File: config.mk
export PLATFORM = sky130hd
export DESIGN_NAME = dual_port_be_ram
export DESIGN_NICKNAME = d
export VERILOG_FILES = /design/src/rtl/ram_pkg.sv /design/src/rtl/ram_be_core.sv /design/src/rtl/dual_port_be_ram.sv
export SDC_FILE = /design/constraint.sdc
export NUM_CORES = 1
export LEC_CHECK = 0
export CAP_MARGIN = 20
export CORE_UTILIZATION = 35
export DETAILED_ROUTE_END_ITERATION = 16
export PLACE_DENSITY = 0.61
export SYNTH_ARGS = -nofsm -noshare
export SYNTH_HDL_FRONTEND = slang
export SYNTH_SLANG_ARGS = --single-unit
File: constraint.sdc
create_clock -name clk -period 3.9 [get_ports clk]
set_clock_uncertainty 0.1 [all_clocks]
set_input_delay 0.78 -clock clk [delete_from_list [all_inputs] [get_ports clk]]
set_output_delay 0.78 -clock clk [all_outputs]
set_load 0.03 [all_outputs]
File: src/rtl/ram_pkg.sv
// ram_pkg: FSM encoding and legal parameter values shared by dual_port_be_ram
package ram_pkg;
  typedef enum logic [1:0] {ST_RESET, ST_CLEAR, ST_READY} state_e;
  localparam int RD_LAT_MIN   = 1;
  localparam int RD_LAT_MAX   = 2;
  localparam int WR_FIRST_OFF = 0;
  localparam int WR_FIRST_ON  = 1;
endpackage

File: src/rtl/ram_be_core.sv
// ram_be_core: word array with byte-masked write and one registered, holding read port
module ram_be_core #(
  parameter int DATA_W = 32,
  parameter int ADDR_W = 4,
  parameter int DEPTH  = 16
) (
  input  logic                  clk,
  input  logic                  rst,
  input  logic                  we,
  input  logic [ADDR_W-1:0]     wa,
  input  logic [DATA_W/8-1:0]   be,
  input  logic [DATA_W-1:0]     wd,
  input  logic                  re,
  input  logic [ADDR_W-1:0]     ra,
  output logic [DATA_W-1:0]     rd
);
  logic [DATA_W-1:0] mem [DEPTH];
  logic [DATA_W-1:0] rd_d, rd_q;
  always_comb rd_d = re ? mem[ra] : rd_q;
  always_ff @(posedge clk) begin
    if (!rst) rd_q <= '0;
    else rd_q <= rd_d;
    for (int k = 0; k < DATA_W/8; k++)
      if (we && be[k]) mem[wa][8*k +: 8] <= wd[8*k +: 8];
  end
  assign rd = rd_q;
endmodule

File: src/rtl/dual_port_be_ram.sv
// dual_port_be_ram: byte-enable RAM with self-clearing init, collision policy and 1/2-cycle read latency
module dual_port_be_ram
  import ram_pkg::*;
#(
  parameter int DATA_W   = 32,
  parameter int ADDR_W   = 4,
  parameter int DEPTH    = 16,
  parameter int RD_LAT   = 1,
  parameter int WR_FIRST = 0
) (
  input  logic                  clk,
  input  logic                  rst,
  input  logic                  w,
  input  logic [ADDR_W-1:0]     write_add,
  input  logic [DATA_W/8-1:0]   wr_be,
  input  logic [DATA_W-1:0]     d,
  input  logic                  r,
  input  logic [ADDR_W-1:0]     read_add,
  output logic [DATA_W-1:0]     out,
  output logic                  rd_valid,
  output logic                  init_busy,
  output logic                  addr_err
);
  localparam int BE_W = DATA_W/8;
  localparam logic [ADDR_W:0]   DEPTH_L = (ADDR_W+1)'(DEPTH);
  localparam logic [ADDR_W-1:0] LAST    = ADDR_W'(DEPTH-1);

  if (DATA_W % 8 != 0 || DATA_W < 8 || DEPTH < 2 || DEPTH > (1 << ADDR_W) ||
      RD_LAT < RD_LAT_MIN || RD_LAT > RD_LAT_MAX ||
      (WR_FIRST != WR_FIRST_OFF && WR_FIRST != WR_FIRST_ON)) begin : g_bad_param
    $error("dual_port_be_ram: illegal parameter value");
  end

  state_e            state_q, state_d;
  logic [ADDR_W-1:0] cnt_q, cnt_d;
  logic              ready, w_oor, r_oor, w_ok, r_acc, r_ok, coll;
  logic              v1_q, v1_d, oor1_q, oor1_d, coll1_q, coll1_d, err_q, err_d;
  logic [DATA_W-1:0] wd1_q, wd1_d, core_rd, mask, data1, core_wd;
  logic [BE_W-1:0]   be1_q, be1_d, core_be;
  logic [ADDR_W-1:0] core_wa;
  logic              core_we;

  always_ff @(posedge clk)
    if (!rst) state_q <= ST_RESET;
    else state_q <= state_d;

  always_comb
    state_d = state_q == ST_RESET ? ST_CLEAR :
              state_q == ST_CLEAR ? (cnt_q == LAST ? ST_READY : ST_CLEAR) : ST_READY;

  // The write port doubles as the zeroing engine while clearing
  always_comb begin
    ready     = state_q == ST_READY;
    init_busy = !ready;
    cnt_d     = state_q == ST_CLEAR ? cnt_q + 1'b1 : '0;
    core_we   = state_q == ST_CLEAR || w_ok;
    core_wa   = ready ? write_add : cnt_q;
    core_be   = ready ? wr_be : '1;
    core_wd   = ready ? d : '0;
  end

  always_comb begin
    w_oor   = {1'b0, write_add} >= DEPTH_L;
    r_oor   = {1'b0, read_add} >= DEPTH_L;
    w_ok    = ready && w && !w_oor;
    r_acc   = ready && r;
    r_ok    = r_acc && !r_oor;
    coll    = WR_FIRST == WR_FIRST_ON && w_ok && r_ok && write_add == read_add;
    v1_d    = r_acc;
    oor1_d  = r_acc ? r_oor : oor1_q;
    coll1_d = r_acc ? coll : coll1_q;
    wd1_d   = r_acc ? d : wd1_q;
    be1_d   = r_acc ? wr_be : be1_q;
    err_d   = ready && ((w && w_oor) || (r && r_oor));
  end

  // Core returns the pre-write word; write-first collisions overlay the captured write lanes
  always_comb begin
    mask = '0;
    for (int k = 0; k < BE_W; k++) mask[8*k +: 8] = {8{be1_q[k]}};
    data1 = oor1_q ? '0 : coll1_q ? (core_rd & ~mask) | (wd1_q & mask) : core_rd;
  end

  always_ff @(posedge clk)
    if (!rst) begin
      cnt_q   <= '0;
      v1_q    <= 1'b0;
      oor1_q  <= 1'b0;
      coll1_q <= 1'b0;
      wd1_q   <= '0;
      be1_q   <= '0;
      err_q   <= 1'b0;
    end else begin
      cnt_q   <= cnt_d;
      v1_q    <= v1_d;
      oor1_q  <= oor1_d;
      coll1_q <= coll1_d;
      wd1_q   <= wd1_d;
      be1_q   <= be1_d;
      err_q   <= err_d;
    end

  assign addr_err = err_q;

  ram_be_core #(.DATA_W(DATA_W), .ADDR_W(ADDR_W), .DEPTH(DEPTH)) u_core (
    .clk(clk), .rst(rst), .we(core_we), .wa(core_wa), .be(core_be), .wd(core_wd),
    .re(r_ok), .ra(read_add), .rd(core_rd)
  );

  if (RD_LAT == 1) begin : g_lat1
    assign out      = data1;
    assign rd_valid = v1_q;
  end else begin : g_lat2
    logic [DATA_W-1:0] out2_q, out2_d;
    logic              v2_q;
    always_comb out2_d = v1_q ? data1 : out2_q;
    always_ff @(posedge clk)
      if (!rst) begin
        out2_q <= '0;
        v2_q   <= 1'b0;
      end else begin
        out2_q <= out2_d;
        v2_q   <= v1_q;
      end
    assign out      = out2_q;
    assign rd_valid = v2_q;
  end
endmodule

After elaboration in Yosys (flattened, before gate mapping)
Memories as Yosys holds them, arrays and structs flattened. A register that Yosys moved wholly into a read port is not among the register bits. Cells that the tools add are included.

Bits in writable memories: 512. Input bits: 48. Register bits: 7. Memories: 1.

Equal/unequal tests: 3. Multiplexer cells: 14. Add/subtract/negate cells: 1. Reductions and logical operators: 12. Bitwise operators: 1.

Memories: u_core.mem (depth 16, width 32, rd ports 1, clocked after Yosys merged registers in 1, wr ports 1, line ram_be_core.sv:17) `logic [DATA_W-1:0] mem [DEPTH];`.

Operators with widths (number): 32-bit two-way mux (1); 1-bit two-way mux (9); 4-bit two-way mux (2); 1-bit logical AND (6); 4-bit by 1-bit adder with 4-bit output (second input constant) (1); 4-bit equality test (second input constant) (1); 2-bit two-way mux (2); 2-bit by 1-bit equality test with 1-bit output (second input constant) (1); 2-bit equality test (second input constant) (1); 1-bit zero test (2); 2-bit zero test (1); 2-bit AND reduction (1); 2-bit OR reduction (1); 1-bit logical OR (1); 1-bit NOT (1).

Longest topological paths before layout
Gate-level depths: netlist of run 1.

Word-level depth: 6. Mapped depth: 6. Mapped depth without buffers: 4.

By module
From an unflattened synthesis of run 1, not the netlist that was laid out.

Cells, all modules: 1360. Area total of the unflattened synthesis: 21740.9 µm².

By module, submodules not included: ram_be_core (cells an instance 1287, times used 1, area an instance 21134.0 µm²); dual_port_be_ram (cells an instance 73, times used 1, area an instance 606.8 µm²).

Worst setup path before layout of run 1
No wires, ideal clock.

Path type: input port to flip-flop. From: input write_add[0]. To: memory u_core.mem[9][16] (enable). Data required time: 3.417 ns. Cell stages on the path: 4. Setup slack: 1.365 ns. Setup time: 0.383 ns. Data arrival time: 2.052 ns. Cell sequence: nor4bb_1 > a31oi_2 > buf_2 > nor3_1.

Longest elaborated chain between the ends: 1.

Ends and longest elaborated chain: start: declaration (line dual_port_be_ram.sv:14) `input logic [ADDR_W-1:0] write_add,`; 4-bit two-way mux (line dual_port_be_ram.sv:57) `core_wa = ready ? write_add : cnt_q;`; end: declaration (line ram_be_core.sv:17).

Every way passes these cells.

Final worst setup path of run 1
From: register state_q[0]. To: output init_busy.

Longest elaborated chain between the ends: 2.

Ends and longest elaborated chain: start: declaration (line dual_port_be_ram.sv:34) `state_e state_q, state_d;`; start signal: assignment (line dual_port_be_ram.sv:45) `else state_q <= state_d;`; 2-bit equality test (line dual_port_be_ram.sv:53) `ready = state_q == ST_READY;`; 1-bit zero test (line dual_port_be_ram.sv:54) `init_busy = !ready;`; end: declaration (line dual_port_be_ram.sv:21) `output logic init_busy,`.

Every way passes these cells.

==> results.toml, run 1 <==
[hold_path]
hold_path.class = "register to register"
hold_end = "u_core.rd[11]"
hp-start = "u_core.rd[11]"
min_path_cells = 2

[logic_synthesis]
syn_inst = 1016
syn-cell-area_sq_mm = 0.02140
synth.avg_cell_area_sq_um = 21.06
ys_top_cells_by_count = "edfxtp_1 (512), mux4_2 (128), mux2i_1 (64), nor3_1 (64), dfxtp_1 (39)"
synth.ff_latch_count = 551
netlist_top_cells_area = "edfxtp_1 (72%), mux4_2 (13%), dfxtp_1 (3.6%), mux2i_1 (3.0%), nor3_1 (1.5%)"
yosys_most_used_dff = "edfxtp_1"
yosysTopAreaCell = "edfxtp_1"
yosysMostFrequentCell = "edfxtp_1"
netlist.area_leader.share_pct = 71.85
synth_cell_type_count = 34
seq_area_frac_synth_pct = 75.50
synth_edf_count = 512
syn_nets = 1065
ys_warn_count = 0
async_reset_ff_share_pct = 0

[worst_setup_path]
cp_max_fo = 9
critPathKind = "register to primary output"
worstSetupStartpointType = "register"
reg2reg_to = "u_core.mem[9][16]"
cp-end-kind = "primary output"
r2r_slack_ns = 1.20
path_cells = "and2b_2 > inv_2 > clkdlybuf4s50_1"
cp_slowest_cell = "clkdlybuf4s50_1"
slowest_delay_ns = 0.72
worstPathRequired_ns = 3.02
crit_arrival_ns = 2.06
startpoint = "state_q[0]"
reg2reg_from = "state_q[0]"
worst_r2r_path_depth = 5

[drt]
vias = 10440
route.detailed.drc = 0
wl_met2_mm = 24.86
routed_wirelength_mm = 48.71
via_per_inst = 5.212
drt-initial-drc-count = 882
met1_length_mm = 20.59
wl_met3_mm = 2.115
highest_layer = "met5"
wire_per_inst_um = 24.33
first_pass_iters = 5
ant_nets = 0

[timing]
period_minus_slack_ns = 2.942
setup_viol = 0
holdWs_ns = 0.3863
hold_violations = 0
worstMarginPinSlew_ns = 1.015
period_share_pct = 75.45
timing.slew.headroom_pct = 31.79
grt_setup_unrepaired = "no"
fmax_mhz = 339.9
setup_ws_ns = 0.9576
fin_setup_tns_ns = 0
maxSlewViolCount = 0

[placement]
io_buffers = 81
placed_area_sq_mm = 0.02345
gp_congestion = 0.7739
dpl.hpwl_mm = 30.76
dp_slack_ns = 0.2230

[clock_network]
cts_hold_buf = 0
clk_path_buf_depth = 3
clockRootBuffer = "clkbuf_16"
post_cts_resized = 0
cts.clk_slew.worst_paths_ns = 0.06
post-cts-setup-buffer-count = 0
cts_sinks = 551
worstSkewPairLatency_ns = 0.60
htree_levels = 2
cts_made_buffers = 54
cts_tree = "yes"

[pwr]
p_per_area_mw_per_mm2 = 471.9
leakage_nw = 8.657
ir_drop_mv = 0.3399

[global_route]
grt_pass1_vias = 11000
grt_overflow_total = 0
grt_start_max_net_pins = 54
gr-usage-all-layers_pct = 15.80
antenna_found_initial = 2
grt_pass1_wl_mm = 72.39

[cells_and_area]
multi_input_area_sq_mm = 0.004850
area.growth.synth_to_final_pct = 18.16
stdcell_area_sq_mm = 0.02529
n_fill_cell = 5262
nets = 1226
drive_gt1_share_pct = 25.49
antenna_cells = 0
seq_area_sq_mm = 0.01616

[die]
start_util_pct = 35.45
io_pins = 83
die_area_sq_mm = 0.06213
die_h_um = 249.3
core_area_sq_mm = 0.06036
die_w_um = 249.3
rows = 90

[outcome]
outcome = "finished, final reports clean"

[job]
drv_cap = 0
==> worst max-delay path: cells and delay by family, from the launching register on <==
kind                   cells  cell delay (ns)
buffers and inverters      2             0.91
DFF                        1             0.32
and+or+nand+nor            1             0.23
==> layout make-up <==
cell class,instances,area share (%)
multi-input combinational,391,19.18
tap,782,3.870
clock buffer,80,6.299
inverter,5,0.07422
timing repair buffer,174,6.126
clock inverter,19,0.5592
sequential,551,63.89
==> through the flow <==
stage / instances / util (%) / total power [mW]
detailed placement: 1887 / 38.86 / 7.002
global placement: 1877 / 38.75 / 6.996
floorplan: 1016 / - / 6.829
global route: 2002 / 41.89 / 12.29
finish: 2002 / 41.89 / 11.93
CTS: 1986 / 41.73 / 12.04
==> worst max-delay path by stage <==
stage | end | slack (ns)
5_1_grt | u_core.mem[9][16] | 0.81
4_1_cts | u_core.mem[9][15] | 0.85
3_3_place_gp | u_core.mem[9][8] | 0.33
6_report | init_busy | 0.96
2_1_floorplan | u_core.mem[9][16] | 1.36
3_5_place_dp | u_core.mem[9][12] | 0.22
==> flip-flops by register name, indices dropped and copies added, names as in the netlist <==
| register | flops |
|---|---|
| state_q | 2 |
| rd_valid | 1 |
| u_core.rd | 32 |
| u_core.mem | 512 |
| cnt_q | 4 |
==> cells by family (layout without fill, tap and decap cells) <==
group                    count (synthesis)  in the layout  share of synthesized area, %
multiplexers                           192            192                         16.46
adder cells (fa/ha/maj)                  1              1                       0.05846
other                                    1              1                       0.01752
AND/OR/NAND/NOR                        150            150                         3.994
AO/OA/AOI/OAI                           45             45                         2.041
XOR/XNOR                                 2              2                       0.08187
flip-flops                             551            551                         75.50
buffers and inverters                   74            278                         1.848
==> report_power, final <==
part           total [mW]  internal [mW]  switching [mW]
clock                5.06           2.94            2.12
sequential           6.41           6.40         0.00908
combinational       0.459          0.224           0.235
==> per-layer routing <==
layer / vias up / track usage (%)
met4: 4 / 4.709
met2: 270 / 27.16
met1: 5508 / 20.55
met5: - / 0
met3: 76 / 2.612
li1: 4577 / -
==> cells in the final DEF, fill, tap and decap left out, types with 8 or more instances in the layout <==
| cell type | n |
|---|---|
| o221ai_1 | 32 |
| nand3_1 | 33 |
| dfxtp_1 | 39 |
| clkdlybuf4s50_1 | 77 |
| clkbuf_16 | 57 |
| clkbuf_8 | 8 |
| nor3_1 | 64 |
| clkinv_1 | 8 |
| mux4_2 | 128 |
| clkbuf_1 | 15 |
| buf_2 | 13 |
| mux2i_1 | 64 |
| and2_1 | 33 |
| buf_4 | 69 |
| edfxtp_1 | 512 |
No activity file was read; power rests on OpenSTA's default activity.
==> run 2, diff against run 1 <==
--- a/config.mk
+++ b/config.mk
@@ -8,7 +8,7 @@
 export CAP_MARGIN = 20
 export CORE_UTILIZATION = 35
 export DETAILED_ROUTE_END_ITERATION = 16
-export PLACE_DENSITY = 0.61
+export PLACE_DENSITY = 0.63
 export SYNTH_ARGS = -nofsm -noshare
 export SYNTH_HDL_FRONTEND = slang
 export SYNTH_SLANG_ARGS = --single-unit
==> constraint.sdc (replaced) <==
create_clock -name clk -period 2.39 [get_ports clk]
set_clock_uncertainty 0.1 [all_clocks]
set_input_delay 0.478 -clock clk [delete_from_list [all_inputs] [get_ports clk]]
set_output_delay 0.478 -clock clk [all_outputs]
set_load 0.03 [all_outputs]
==> results.toml, run 2 (synthesized netlist as in run 1, its figures left out) <==
[outcome]
outcome = "finished, final reports clean"

[global_route]
grt_pass1_wl_mm = 70.62
antenna_found_initial = 1
gr-usage-all-layers_pct = 14.97
grt_overflow_total = 0
grt_start_max_net_pins = 52
grt_pass1_vias = 11270

[worst_setup_path]
path_cells = "clkdlybuf4s50_1"
slowest_delay_ns = 0.71
cp_slowest_cell = "clkdlybuf4s50_1"
crit_arrival_ns = 1.69
cp-end-kind = "primary output"
cp_num_buf_inv = 1
worstPathRequired_ns = 1.81
crit_family = "buffers and inverters"
worstSetupStartpointType = "register"
critPathKind = "register to primary output"
cp_max_fo = 2

[clock_network]
cts_tree = "yes"
clockRootBuffer = "clkbuf_16"
clk_path_buf_depth = 3
cts_hold_buf = 0
cts.clk_slew.worst_paths_ns = 0.07
worstSkewPairLatency_ns = 0.57
cts_sinks = 551
cts_made_buffers = 52
htree_levels = 2

[hold_path]
hold_path.class = "input pin to register"

[timing]
fin_setup_tns_ns = 0
hold_violations = 0
maxSlewViolCount = 0
worstMarginPinSlew_ns = 0.7332
grt_setup_unrepaired = "no"
period_share_pct = 94.95
fmax_mhz = 440.6
holdWs_ns = 0.3425
timing.slew.headroom_pct = 50.86
setup_viol = 0
period_minus_slack_ns = 2.269

[job]
drv_cap = 0

[die]
die_h_um = 249.3
core_area_sq_mm = 0.06036
die_w_um = 249.3
start_util_pct = 35.45
die_area_sq_mm = 0.06213
io_pins = 83
rows = 90

[pwr]
ir_drop_mv = 0.5038
leakage_nw = 9.039
p_per_area_mw_per_mm2 = 755.7

[cells_and_area]
final_cell_mix = "edfxtp_1 (512), buf_4 (137), mux4_2 (128), clkdlybuf4s50_1 (76), mux2i_1 (64)"
largest_register_ff_count = 512
layout_commonest_cell = "edfxtp_1"
area.growth.synth_to_final_pct = 21.56
drive_gt1_share_pct = 29.90
nets = 1288
utilization_pct = 43.10
antenna_cells = 0
largest_register = "u_core.mem"

[drt]
via_per_inst = 5.168
route.detailed.drc = 0
drt-initial-drc-count = 739
first_pass_iters = 5
wire_per_inst_um = 22.52
routed_wirelength_mm = 46.46
vias = 10660
ant_nets = 0

[placement]
dpl.hpwl_mm = 30.75
io_buffers = 81
gp_congestion = 0.7676
-- run 2: cell count changes in the layout (fill, tap and decap cells not counted), sizes merged --
| cell | previous run | this run |
|---|---|---|
| buf | 90 | 162 |
| clkbuf | 87 | 64 |
| bufinv | 2 | 8 |
| clkinvlp | 1 | 5 |
| clkinv | 16 | 18 |
| clkdlybuf4s50 | 77 | 76 |
| inv | 5 | 6 |
-- run 2: path summary, 6_finish.rpt --
check                 from                  to  slack [ns]  depth (start not counted)
max reg2reg     state_q[1]  u_core.mem[15][11]        0.17                          7
min                    rst        u_core.rd[0]        0.34                          4
max          u_core.rd[26]             out[26]        0.12                          1
min reg2reg   u_core.rd[3]        u_core.rd[3]        0.38                          2
-- run 2: per-layer routing --
metal / wire length [um] / global-route usage, %
met1: 20850 / 21.17
met2: 22040 / 23.80
met3: 2714 / 2.821
met4: 849 / 3.898
met5: 13 / 0
-- run 2: stage by stage --
step                      area, sq um  power [mW]  std cells  setup WS, ns
after CTS                       26000       19.83       2063      0.005954
after global routing            26010       20.23       2063       0.05743
after floorplan                 21400       11.14       1016       0.05434
after detailed placement        24230       11.46       1967       -0.6160
final                           26010       19.66       2063        0.1206
after global placement          24210       11.45       1964       -0.7020
-- run 2: where the power goes --
group	total (mW)	switching, mW	internal (mW)
Clock	8.41	3.46	4.96
Sequential	10.5	0.0140	10.4
Combinational	0.789	0.383	0.405
Total	19.7	3.86	15.8
-- run 2: layout make-up --
type,instances,area [sq um]
Clock buffer,64,1378
Multi-Input combinational cell,391,4890
Sequential cell,551,16160
Inverter,5,18.77
Clock inverter,32,365.4
Timing Repair Buffer,238,2227
Fill cell,5194,34350
Tap cell,782,978.4
-- run 2: timing repair --
action / 4_1_cts / 5_1_grt
gates resized for setup: 5 / 2
hold endpoints to repair: 0 / 0
setup endpoints to repair: 52 / 10
buffers inserted: 0 / 0
